==> config.mk <==
export PLATFORM = sky130hd
export DESIGN_NAME = sat_counter
export DESIGN_NICKNAME = d
export VERILOG_FILES = /design/src/rtl/count_sequence_checker_sat_counter.sv
export SDC_FILE = /design/constraint.sdc
export NUM_CORES = 1
export LEC_CHECK = 0
export ABC_AREA = 1
export CAP_MARGIN = 40
export CORE_AREA = 2 2 39 41
export CTS_BUF_LIST = sky130_fd_sc_hd__clkbuf_8
export DETAILED_ROUTE_END_ITERATION = 10
export DIE_AREA = 0 0 41 43
export SLEW_MARGIN = 20
export SYNTH_ARGS = -nofsm -noshare
export SYNTH_HDL_FRONTEND = slang
export SYNTH_SLANG_ARGS = --single-unit
==> constraint.sdc <==
create_clock -name clk -period 1.7 [get_ports clk]
set_clock_uncertainty 0.2 [all_clocks]
set_input_delay 0.34 -clock clk [delete_from_list [all_inputs] [get_ports clk]]
set_output_delay 0.34 -clock clk [all_outputs]
set_load 0.005 [all_outputs]
==> src/rtl/count_sequence_checker_sat_counter.sv <==
// Saturating up counter.
//   clk, rst : clock, asynchronous active-high reset (count -> 0)
//   clr      : synchronous clear, takes priority over inc
//   inc      : add one unless already all ones
//   count    : registered count value
module sat_counter #(
  parameter int WIDTH = 4
) (
  input  logic             clk,
  input  logic             rst,
  input  logic             clr,
  input  logic             inc,
  output logic [WIDTH-1:0] count
);

  logic [WIDTH-1:0] count_q;
  logic [WIDTH-1:0] count_d;

  always_comb begin
    count_d = count_q;
    if (clr) begin
      count_d = '0;
    end else if (inc && (count_q != '1)) begin
      count_d = count_q + WIDTH'(1);
    end
  end

  always_ff @(posedge clk or posedge rst) begin
    if (rst) begin
      count_q <= '0;
    end else begin
      count_q <= count_d;
    end
  end

  assign count = count_q;

endmodule

; ---- Word level (Yosys, flattened, before mapping)
; Cells that the tools add are included.
[word_totals]
reg_bits = 4
latchBits = 0
ram_bits = 0
rom_bits = 0
in_bits = 4
output_inout_bits = 4
memories = 0
[op_classes]
addsub = 1
mul = 0
div = 0
magnitude_cmp = 0
n_eq_ne = 1
shifts = 0
mux = 2
bitwise = 0
n_reduce_logical = 2
[op_table]
columns = operator, n
row1 = 2-to-1 mux 4 bit, 2
row2 = adder 4 x 1 -> 4 bit (second input constant), 1
row3 = != test 4 bit (second input constant), 1
row4 = nonzero test 2 bit, 1
row5 = logical AND 1 bit, 1

; ---- Longest topological paths before layout
[logic_depth]
ltp_word = 4
ltp_mapped = 7

; ---- Least setup slack after synthesis
; No wires, ideal clock.
[synth_timing]
path_type = register to register
startpoint = register count_q[0] (netlist: count[0])
endpoint = register count_q[3] (netlist: count[3])
setup_ps = 118
arrival_time_ps = 984
required_time_ps = 1382
path_slack_ps = 398
stages_incl_launch_ff = 8
path_buffers = 0
cell_sequence = dfrtp_1 > ha_1 > nand3_1 > nand2_1 > nand2_2 > inv_2 > nand2_1 > nand2_1
[synth_between]
elab_chain_cells = 3
[synth_lines]
columns = item, line
row1 = "start, declared", 16  ; logic [WIDTH-1:0] count_q;
row2 = "start signal, assigned", 32  ; count_q <= count_d;
row3 = adder 4 x 1 -> 4 bit / != test 4 bit (equally long branches), "24, 23"
row4 = 2-to-1 mux 4 bit / logical AND 1 bit (equally long branches), 23  ; end else if (inc && (count_q != '1)) begin
row5 = 2-to-1 mux 4 bit / nonzero test 2 bit (equally long branches), -
; Several ways; a longest one is shown, not always the timed one. The select of a mux whose other input is x is not followed.
; A chain may end at the register's enable or synchronous reset.

; ---- Final worst setup path
[layout_timing]
startpoint = register count_q[1] (netlist: count[1])
endpoint = output count[1]
[layout_lines]
columns = item, line
row1 = "end, declared", 13  ; output logic [WIDTH-1:0] count
; No word-level cell between the ends.

==> results <==
## metal layers
layer	up-vias	track usage [%]
met2	10	8.75
met5	-	0
li1	126	-
met4	0	6.00
met1	104	8.04
met3	0	6.28
## per-stage QoR
stage	worst slack [ns]	cells
2_1_floorplan	0.398	30
3_3_place_gp	0.220	53
3_5_place_dp	0.201	53
4_1_cts	0.0113	57
5_1_grt	0.0235	62
6_report	0.0674	62
## kinds of logic (layout without fill, tap and decap cells)
group	Yosys count	in the layout	share of synthesized area [%]
DFF	4	4	44.7
buffers and inverters	5	21	8.38
and+or+nand+nor	19	19	37.4
adders and majority gates	1	1	5.59
xor gates and xnor gates	1	1	3.91
## final timing paths
path                            endpoint      from  cells after the start  slack [ns]
worst min register to register  count[3]  count[3]                      3        0.39
min in group clk                count[3]  count[3]                      3        0.39
worst max-delay path            count[1]  count[1]                      1        0.07
max in group asynchronous       count[2]       rst                      2        1.03
worst min-delay path            count[3]       rst                      2        0.11
worst max register to register  count[2]  count[0]                      8        0.27
## what timing repair did
item	in CTS	in global routing
endpoints found under the setup margin	2	3
pin swaps	0	0
setup buffers	1	5
cloned	0	0
resized for setup	1	0
## power by group
group / internal (uW) / switching (uW)
clock network: 151 / 46.0
registers: 102 / 4.15
logic: 31.7 / 22.0
## cell type report
| type | instances | share of cell area (%) |
|---|---|---|
| inverters | 5 | 4.67 |
| clock buffers | 3 | 10.3 |
| repair buffers | 13 | 28.7 |
| well taps | 16 | 4.98 |
| multi-input cells | 21 | 26.2 |
| flip-flops and latches | 4 | 25.2 |
## cell usage in the layout (no fill, tap or decap), types with 2 or more instances in the layout
cell             count
buf_4                6
clkbuf_8             3
clkdlybuf4s50_1      7
dfrtp_1              3
inv_1                4
nand2_1             11
nand3_1              4
nand4_1              2
==> summary.txt <==
Critical path
  • Critical Path Source Type: register
  • Worst endpoint required time: 1.16 ns
  • Critical Path AT: about 1.1 ns
  • CP max FO: 3
  • CP top delay family: buffers and inverters
  • Crit end category: output port
  • Crit path buf inv count: 1
  • Crit path kind: register to output port
  • Cells along the critical path: clkdlybuf4s50_1
  • CP max-delay cell: clkdlybuf4s50_1
  • CP max stage delay: 0.51 ns

Synth
  • Sequential-to-total area share from yosys stat: 44.7%
  • Top FF cell, synth: dfrtp_1
  • EDFF count, synth: 0
  • Synth cell types: 10
  • Synthesized cell area: 224 sq um
  • Post-Syn Nets: 35
  • Yosys top cell area share: 44.7%
  • Synthesized instance count: 30
  • Top-count cell post-synth: nand2_1
  • Syn avg cell area: ~7.5 sq um
  • FFs w/ async S/R, synth: between 90% and 100%
  • Synth warn: 0
  • Most instantiated cells after synthesis: nand2_1, dfrtp_1, inv_1, nand3_1, nand4_1
  • Synth area leaders: dfrtp_1, nand2_1, nand3_1
  • Synth Register Bits: 4
  • Synth area leader: dfrtp_1

CTS
  • Worst skew pair latency: 0.21 ns
  • Cts hold-fix bufs: 0
  • CTS Buf Count: 3
  • CTS root buf: clkbuf_8
  • H-tree depth: 1
  • CTS tree: built
  • Clock Sink Count: 4
  • CTS Buffer Depth: 2
  • Clk slew on worst S/H paths: approximately 0.030 ns

STA
  • Final hold violation count: 0
  • Final Slew Violations: 0
  • RSZ-0062 raised after global routing: no
  • Final period util: 96.0%
  • Worst-Margin Slew: ~0.15 ns
  • Final setup violation count: 0
  • Max-Slew Margin vs Limit: 90.0%
  • Fmax: approximately 0.61 GHz
  • Fin Setup TNS: 0 ns
  • Fin Hold WS: between 0.1 and 0.15 ns
  • Fin crit period: 1.63 ns

Power
  • Max IR drop VDD: approximately 0.00056 V
  • Cell Pwr Density: 887 mW/mm^2
  • Leakage: 0.000222 uW
  • Pwr Total: 356 uW

Die
  • Placeable core area: 0.00138 sq mm
  • Cell row count: 14
  • Initial Util: 16.2%
  • Die Ht: 43 microns
  • Die Wd: ~41 microns
  • Io pins: 8
  • Die Area: 0.00176 sq mm

Final layout
  • Max reg flops: 4
  • Area of the multi-input gates: 105 sq um
  • Final core occ: 29.0%
  • Fraction of layout cells with a size suffix above 1: 26.1%
  • Filler Cells Inserted: 155
  • Design area: 402 sq um
  • Area grow syn2layout: 79.3%
  • Antenna fix cells: 0
  • Total Nets Final: 53
  • Reg area: 101 sq um

Detailed routing
  • WL met1: 221 microns
  • Number of remaining DRC errors: 0
  • Max layer used: met3
  • Per-cell routed wire length: 8.03 microns
  • Vias per Instance: just under 4
  • Routed WL: around 500 microns
  • Initial DRC count: 3
  • Post-detailed-route count of antenna-violating nets: 0
  • Via count: 240
  • Drt first pass iters: 4
  • Routed wl met2: roughly 230 microns
  • Met3 wire length: 47 microns

Job
  • Max_cap viols: 0

Run status
  • Status: finished clean

Placed design
  • Dpl cell area: between 300 and 400 sq um
  • Placed wire-length estimate: around 370 microns
  • Routability Congestion: 0.669
  • Port bufs: 7

Global routing
  • Largest net degree at the start of global routing: 7
  • Final global-route overflow total: 0
  • First-pass GRT wire length: 786 microns
  • Vias in the first global route: 216
  • Initial antenna violation count: 0
  • Global Route Usage Sum: 7.43%

Hold path
  • HP Class: input pin to async pin
(Power assumes the default switching activity.)
